File: src/rtl/lsu_pkg.sv
// lsu_pkg: shared encodings, FSM states and lane helpers for the load/store unit
package lsu_pkg;
  typedef enum logic [1:0] {S_IDLE, S_REQ, S_DONE} state_t;
  localparam logic [2:0] LD_LB = 3'b000, LD_LH = 3'b001, LD_LW = 3'b010, LD_LBU = 3'b011, LD_LHU = 3'b100;
  localparam logic [1:0] ST_SB = 2'b00, ST_SH = 2'b01, ST_SW = 2'b10;
  localparam logic [1:0] SZ_B = 2'd0, SZ_H = 2'd1, SZ_W = 2'd2;
  function automatic logic [1:0] ld_size(input logic [2:0] ld);
    return (ld == LD_LB || ld == LD_LBU) ? SZ_B : (ld == LD_LH || ld == LD_LHU) ? SZ_H : SZ_W;
  endfunction
  function automatic logic [1:0] st_size(input logic [1:0] st);
    return st == ST_SB ? SZ_B : st == ST_SH ? SZ_H : SZ_W;
  endfunction
  function automatic logic [3:0] lane_be(input logic [1:0] sz, input logic [1:0] off);
    return sz == SZ_B ? 4'b0001 << off : sz == SZ_H ? 4'b0011 << {off[1], 1'b0} : 4'b1111;
  endfunction
  function automatic logic [31:0] lane_wdata(input logic [1:0] sz, input logic [31:0] wd);
    return sz == SZ_B ? {4{wd[7:0]}} : sz == SZ_H ? {2{wd[15:0]}} : wd;
  endfunction
endpackage

File: src/rtl/load_align.sv
// load_align: extracts and sign/zero-extends a byte, half or word from a memory word
module load_align
  import lsu_pkg::*;
(
  input  logic [31:0] word_i,
  input  logic [1:0]  off_i,
  input  logic [2:0]  load_i,
  output logic [31:0] data_o
);
  logic [31:0] b, h;
  assign b = word_i >> {off_i, 3'b000};
  assign h = word_i >> {off_i[1], 4'b0000};
  assign data_o = load_i == LD_LB  ? {{24{b[7]}}, b[7:0]} :
                  load_i == LD_LH  ? {{16{h[15]}}, h[15:0]} :
                  load_i == LD_LBU ? {24'b0, b[7:0]} :
                  load_i == LD_LHU ? {16'b0, h[15:0]} : word_i;
endmodule

File: src/rtl/load_store_unit.sv
// load_store_unit: multi-cycle req/ack data-memory access stage with fault reporting
module load_store_unit
  import lsu_pkg::*;
#(
  parameter int ACK_TIMEOUT = 255
) (
  input  logic        clk,
  input  logic        reset,
  input  logic        MemRead,
  input  logic        MemWrite,
  input  logic [1:0]  Store,
  input  logic [2:0]  Load,
  input  logic [31:0] Addr,
  input  logic [31:0] WriteData,
  output logic        Stall,
  output logic [31:0] ReadData,
  output logic        Done,
  output logic        MisalignFault,
  output logic        BusFault,
  output logic        DMemReq,
  output logic        DMemWe,
  output logic [31:0] DMemAddr,
  output logic [31:0] DMemWData,
  output logic [3:0]  DMemBe,
  input  logic        DMemAck,
  input  logic [31:0] DMemRData
);
  state_t state_q, state_d;
  logic [31:0] addr_q, wdata_q, rdata_q, cnt_q, cnt_d, aligned;
  logic [3:0] be_q;
  logic [2:0] ld_q;
  logic we_q, mis_q, bus_q, access, mis, tmo;
  logic [1:0] sz;
  assign access = MemRead | MemWrite;
  assign sz = MemWrite ? st_size(Store) : ld_size(Load);
  assign mis = (sz == SZ_H && Addr[0]) || (sz == SZ_W && Addr[1:0] != 2'b00);
  assign tmo = (ACK_TIMEOUT != 0) && (cnt_q + 32'd1 == 32'(ACK_TIMEOUT));
  load_align u_align (.word_i(DMemRData), .off_i(addr_q[1:0]), .load_i(ld_q), .data_o(aligned));
  // state and timeout counter registers
  always_ff @(posedge clk or posedge reset) begin
    if (reset) begin
      state_q <= S_IDLE;
      cnt_q   <= '0;
    end else begin
      state_q <= state_d;
      cnt_q   <= cnt_d;
    end
  end
  // next state: accept in IDLE, wait for ack or timeout in REQ, single DONE cycle
  always_comb begin
    state_d = state_q;
    cnt_d   = cnt_q;
    case (state_q)
      S_IDLE: if (access) begin
        state_d = mis ? S_DONE : S_REQ;
        cnt_d   = '0;
      end
      S_REQ: if (DMemAck) state_d = S_DONE;
      else begin
        cnt_d   = cnt_q + 32'd1;
        state_d = tmo ? S_DONE : S_REQ;
      end
      default: state_d = S_IDLE;
    endcase
  end
  // access capture, fault flags and registered load result
  always_ff @(posedge clk or posedge reset) begin
    if (reset) begin
      addr_q  <= '0;
      wdata_q <= '0;
      rdata_q <= '0;
      be_q    <= '0;
      ld_q    <= '0;
      we_q    <= 1'b0;
      mis_q   <= 1'b0;
      bus_q   <= 1'b0;
    end else if (state_q == S_IDLE && access) begin
      addr_q  <= Addr;
      wdata_q <= lane_wdata(sz, WriteData);
      be_q    <= lane_be(sz, Addr[1:0]);
      ld_q    <= Load;
      we_q    <= MemWrite;
      mis_q   <= mis;
      bus_q   <= 1'b0;
      if (mis) rdata_q <= '0;
    end else if (state_q == S_REQ && DMemAck) begin
      if (!we_q) rdata_q <= aligned;
    end else if (state_q == S_REQ && tmo) begin
      bus_q   <= 1'b1;
      rdata_q <= '0;
    end
  end
  assign Stall         = (state_q == S_IDLE && access) || state_q == S_REQ;
  assign Done          = state_q == S_DONE;
  assign MisalignFault = Done && mis_q;
  assign BusFault      = Done && bus_q;
  assign DMemReq       = state_q == S_REQ;
  assign DMemWe        = DMemReq && we_q;
  assign DMemAddr      = {addr_q[31:2], 2'b00};
  assign DMemWData     = wdata_q;
  assign DMemBe        = be_q;
  assign ReadData      = rdata_q;
endmodule

File: config.mk
export PLATFORM = sky130hd
export DESIGN_NAME = load_store_unit
export DESIGN_NICKNAME = d
export VERILOG_FILES = /design/src/rtl/lsu_pkg.sv /design/src/rtl/load_align.sv /design/src/rtl/load_store_unit.sv
export SDC_FILE = /design/constraint.sdc
export NUM_CORES = 1
export LEC_CHECK = 0
export ABC_AREA = 1
export CELL_PAD_IN_SITES_DETAIL_PLACEMENT = 1
export CELL_PAD_IN_SITES_GLOBAL_PLACEMENT = 1
export CORE_MARGIN = 4
export CORE_UTILIZATION = 35
export CTS_CLUSTER_DIAMETER = 80
export DETAILED_ROUTE_END_ITERATION = 10
export HOLD_SLACK_MARGIN = 0.1
export PLACE_DENSITY = 0.92
export SLEW_MARGIN = 20
export SYNTH_ARGS = -nofsm -noshare
export SYNTH_HDL_FRONTEND = slang
export SYNTH_SLANG_ARGS = --single-unit
File: constraint.sdc
create_clock -name clk -period 4.94 [get_ports clk]
set_input_delay 0.494 -clock clk [delete_from_list [all_inputs] [get_ports clk]]
set_output_delay 0.494 -clock clk [all_outputs]
set_load 0.02 [all_outputs]
Word-level counts from Yosys, hierarchy flattened
Cells that the tools add are included.
W data, S select, Z words.
- reductions and logical operators: 24
- bitwise logic cells: 1
- eq/ne operators: 17
- multiplexer cells: 29
- $add $sub $neg: 1
- shifts and indexed selects: 4
- operators with widths (operator ; count):
    $mux W32 ; 13
    $pmux W32 S2 ; 1
    $add A32 B1 Y32 const B ; 1
    $eq A32 B8 Y1 const B ; 1
    $shr A32 B5 Y16 ; 1
    $shr A32 B5 Y8 ; 1
    $mux W2 ; 9
    $logic_and A1 B1 Y1 ; 8
    $mux W4 ; 2
    $ne A2 B2 Y1 const B ; 4
    $eq A2 B1 Y1 const B ; 3
    $eq A3 B1 Y1 const B ; 2
    $eq A3 B2 Y1 const B ; 2
    $eq A3 B3 Y1 const B ; 2
    $logic_not A2 Y1 ; 3
    $logic_not A3 Y1 ; 2
    $reduce_and A3 Y1 ; 2
    $reduce_bool A2 Y1 ; 3
    $eq A2 B2 Y1 const B ; 2
    $logic_or A1 B1 Y1 ; 4
    $pmux W2 S2 ; 1
    $shl A1 B2 Y4 const A ; 1
    $shl A2 B2 Y4 const A ; 1
    $mux W1 ; 3
    4 further kinds ; 4
- word-level logic and storage cells: 86
- flip-flop bits (word level): 140

Longest topological paths before layout
- depth in word-level cells: 11
- depth in mapped cells: 17

Hierarchy
Synthesis repeated with hierarchy kept, for this count alone.
- cells, all modules: 1228
- area total of the unflattened synthesis: 8303.0 µm²
- by module, submodules not included (module ; seq. area each (µm²) ; area each (µm²) ; instances ; cells an instance):
    load_store_unit ; 3503.4 ; 7205.7 ; 1 ; 984
    load_align ; 0.0 ; 1097.3 ; 1 ; 244

Worst setup path after synthesis
OpenSTA, ideal clock, no wires.
- path type: reg-to-reg
- from: register cnt_q[1]
- to: register rdata_q[0], in the netlist ReadData[0]
- setup slack: 2.774 ns
- required time: 4.823 ns
- clock period less this slack: 2.166 ns
- cell stages (with the launch flop): 18
- library setup time: 0.117 ns
- arrival: 2.049 ns
- path through: dfrtp_1 -> ha_1 -> nand2_2 -> nor2_4 -> nand2_2 -> nor2_4 -> nand2_1 -> nand2_1 -> nand2_1 -> nor2_1 -> nand2_1 -> nor2_1 -> nand4_2 -> nand2_4 -> nand2_4 -> buf_6 -> nand2_1 -> nand2_1
- longest elaborated chain between the ends: 5
- ends and longest elaborated chain (item ; RTL line ; RTL):
    start: declaration ; load_store_unit.sv:29 ; logic [31:0] addr_q, wdata_q, rdata_q, cnt_q, cnt_d, aligned;
    start signal: assignment ; load_store_unit.sv:46 ; cnt_q <= cnt_d;
    $add A32 B1 Y32 ; load_store_unit.sv:37 ; assign tmo = (ACK_TIMEOUT != 0) && (cnt_q + 32'd1 == 32'(ACK_TIMEOUT));
    $eq A32 B8 Y1 ; load_store_unit.sv:37 ;
    $logic_and A1 B1 Y1 ; load_store_unit.sv:88 ; end else if (state_q == S_REQ && tmo) begin
    $reduce_bool A3 Y1 (no source line) ; n/a ;
    $reduce_and A3 Y1 (no source line) ; n/a ;
    end signal: assignment ; load_store_unit.sv:87 ; if (!we_q) rdata_q <= aligned;
    end: declaration ; load_store_unit.sv:29 ;
No other way between the ends.
A chain may end at the register's enable or synchronous reset.

Final worst setup path
- from: register cnt_q[1]
- to: register rdata_q[25], in the netlist ReadData[25]
Same word-level chain as after synthesis.

==> results.sh <==
export IMPL_status="finished, final reports clean"
export IMPL_ant_nets=0
export IMPL_clk_latency_ns=0.43
export IMPL_cpMaxStageDelayCell="dfrtp_1"
export IMPL_ios=212
export IMPL_holdWs_ns=0.472
export IMPL_synth_most_common_cell="nand2_1"
export IMPL_yosys_area_share_simple=0.321
export IMPL_tightest_slew_ns=0.874
export IMPL_synth_area_leader_cell="dfrtp_1"
export IMPL_period_share=0.641
export IMPL_yosys_top_cells_count="nand2_1, dfrtp_1, nor2_1"
export IMPL_cts_tree="done"
export IMPL_vias=8266
export IMPL_vias_per_cell=5.14
export IMPL_port_buffers=209
export IMPL_wl_per_cell_um=18.0
export IMPL_cts_buffer_depth=2
export IMPL_synth_flop_cell="dfrtp_1"
export IMPL_ir_worst_vdd_mv=0.282
export IMPL_drive_above_1_share=0.0530
export IMPL_drt_iter0_drc=502
export IMPL_synthMuxAreaShare=0.00265
export IMPL_busiest_layer="met2"
export IMPL_cp_slowest_stage_delay_ns=0.43
export IMPL_antenna_found_initial=0
export IMPL_final_nets=1417
export IMPL_overflow=0
export IMPL_hpwl_um=21600
export IMPL_drv_slew=0
export IMPL_setup_violations=0
export IMPL_grt_total_usage=0.228
export IMPL_layout_min_cycle_time_ns=3.17
export IMPL_start_util=0.355
export IMPL_fillers=2839
export IMPL_switching_power_w=0.00278
export IMPL_p_leak_nw=4.92
export IMPL_max_freq_mhz=316
export IMPL_cts_resized_gates=0
export IMPL_cp_max_fo=33
export IMPL_syn_to_final_growth_pct=33.7
export IMPL_grt_pass1_wl_um=47400
export IMPL_cts_clk_slew_worst_paths_ns=0.07
export IMPL_hold_path_class="flop to flop"
export IMPL_grtUsageMet2=0.408
export IMPL_synthesis_area_mm2=0.00802
export IMPL_numCtsBuffers=17
export IMPL_synth_top_family_by_area="simple AND/OR/NAND/NOR gates"
export IMPL_grt_pass1_vias=8833
export IMPL_synth_cell_type_count=41
export IMPL_tns_ns=0
export IMPL_fp_dieH_um=159
export IMPL_comb_power_share=0.493
export IMPL_synth_compound_area_frac=0.125
export IMPL_p_sw_frac=0.446
export IMPL_synth_top_area_frac=0.437
export IMPL_ys_ff_latch=140
export IMPL_area_sequential_mm2=0.00350
export IMPL_critPathArrivalTime_ns=3.48
export IMPL_yosys_warnings=0
export IMPL_drt_total_wl_um=28900
export IMPL_power_frac_seq=0.294
export IMPL_cp_required_ns=5.25
export IMPL_p_int_w=0.00345
export IMPL_grtUsageMet3=0.0528
export IMPL_use_met1=0.280
export IMPL_path_cells="ha_1 > nand2_2 > nor2_4 > nand3_1 > nand2_1 > nand2_1 > nor2_1 > nand2_1 > nor3_1 > nand4_2 > nand2_4 > nand2_4 > nand2_1 > nand2_1"
export IMPL_hold_viol=0
export IMPL_coreArea_mm2=0.0226
export IMPL_pwr_share_clk=0.213
export IMPL_drc=0
export IMPL_synth_seq_area_share=0.437
export IMPL_multi_input_area_mm2=0.00367
export IMPL_synth_area_leaders="dfrtp_1, nand2_1, nor2_1, inv_1, a21oi_1"
export IMPL_diodes=0
export IMPL_grt_max_degree=92
export IMPL_p_per_area_mw_per_mm2=580
export IMPL_post_cts_setup_buffer_count=0
export IMPL_cap_violations=0
export IMPL_first_pass_iters=5
export IMPL_synthAdderAreaFrac=0.00312
export IMPL_cts_root_buf="clkbuf_16"
export IMPL_rsz0062_at_grt="no"
export IMPL_die_width_um=159
export IMPL_total_power_w=0.00623
export IMPL_synth_enable_flop_cells=0
export IMPL_crit_top_cell="nand2_1"
export IMPL_slew_headroom=0.416
export IMPL_avgSynthCellArea_um2=7.00
export IMPL_endpoint_kind="flop"
export IMPL_clock_skew_final_ns=0.0160
export IMPL_critPathLaunchType="flop"
export IMPL_async_reset_ff_frac=1.00
export IMPL_htreeDepth=4
export IMPL_std_cell_rows=55
export IMPL_gp_congestion=0.906
export IMPL_numClockSinks=140
export IMPL_ctsHoldBuffers=0
export IMPL_synth_xor_area_share=0.00328
export IMPL_die_area_mm2=0.0254
export IMPL_utilization=0.475
export IMPL_r2r_slack_ns=1.77
export IMPL_critPathKind="flop to flop"
export IMPL_synthCells=1145
metrics by stage:
step	std cells	setup WS [ns]	instance area, µm²
floorplan	1146	0.693	8020
global placement	1575	1.84	10100
detailed placement	1575	1.78	10100
CTS	1607	1.77	10700
global route	1607	1.54	10700
finish	1607	1.77	10700
per-layer routing:
metal | vias up | routed length (µm)
met5 | - | 0
li1 | 3957 | -
met1 | 4050 | 12000
met3 | 37 | 1600
met4 | 0 | 444
met2 | 222 | 14900
sequential cells by signal, summed over array words and instances, names as in the netlist:
| register | count |
|---|---|
| DMemWData | 32 |
| ReadData | 32 |
| addr_q | 32 |
| cnt_q | 32 |
| DMemBe | 4 |
| ld_q | 3 |
| state_q | 2 |
| bus_q | 1 |
| mis_q | 1 |
| we_q | 1 |
layout make-up:
| type | count | share of cell area |
|---|---|---|
| clock buffer | 17 | 0.0397 |
| timing repair buffer | 220 | 0.203 |
| inverter | 112 | 0.0397 |
| tap | 285 | 0.0332 |
| sequential | 140 | 0.327 |
| clock inverter | 15 | 0.0162 |
| multi-input combinational | 818 | 0.342 |
final timing paths:
kind,startpoint,end,cells past startpoint
worst max-delay path,cnt_q[1],ReadData[25],14
worst min-delay path,addr_q[28],addr_q[28],2
worst max register to register,cnt_q[1],ReadData[25],14
worst min register to register,addr_q[28],addr_q[28],2
max in group asynchronous,reset,bus_q,3
min in group asynchronous,reset,addr_q[17],2
worst max-delay path: cells and delay by family (launching register included):
| kind | cells | cell delay (ns) |
|---|---|---|
| DFF | 1 | 0.43 |
| and+or+nand+nor | 13 | 2.35 |
| adders and majority gates | 1 | 0.25 |
cell usage in the layout (no fill, tap or decap), drive strengths merged:
cell type	instances
dfrtp	140
o2bb2ai	2
nor3	7
o221ai	6
a22oi	2
nand2	406
clkdlybuf4s50	209
mux2	1
and2	1
a221oi	2
inv	119
conb	2
mux2i	1
a22o	1
a31oi	6
clkbuf	17
buf	11
bufinv	1
o211ai	8
clkinvlp	1
nand3	68
clkinv	6
a41oi	1
nor4	1
xor2	3
o21ai	64
nor2	136
a21oi	68
a211oi	4
o22ai	15
ha	2
nand4	7
or2	4
power by group through the flow:
stage | registers [W] | clock network [W] | logic [W]
floorplan | 0.00207 | 0 | 0.00166
global placement | 0.00182 | 0 | 0.00299
detailed placement | 0.00184 | 0 | 0.00308
CTS | 0.00183 | 0.00134 | 0.00310
global route | 0.00188 | 0.00139 | 0.00336
finish | 0.00183 | 0.00133 | 0.00307
cell families after synthesis:
family / after synthesis
and+or+nand+nor: 630
other: 1
xor gates and xnor gates: 3
DFF: 140
buffers and inverters: 188
AOI/OAI and AO/OA: 179
muxes: 2
adders and majority gates: 2
Note: power is estimated with default switching activity, not from simulation.
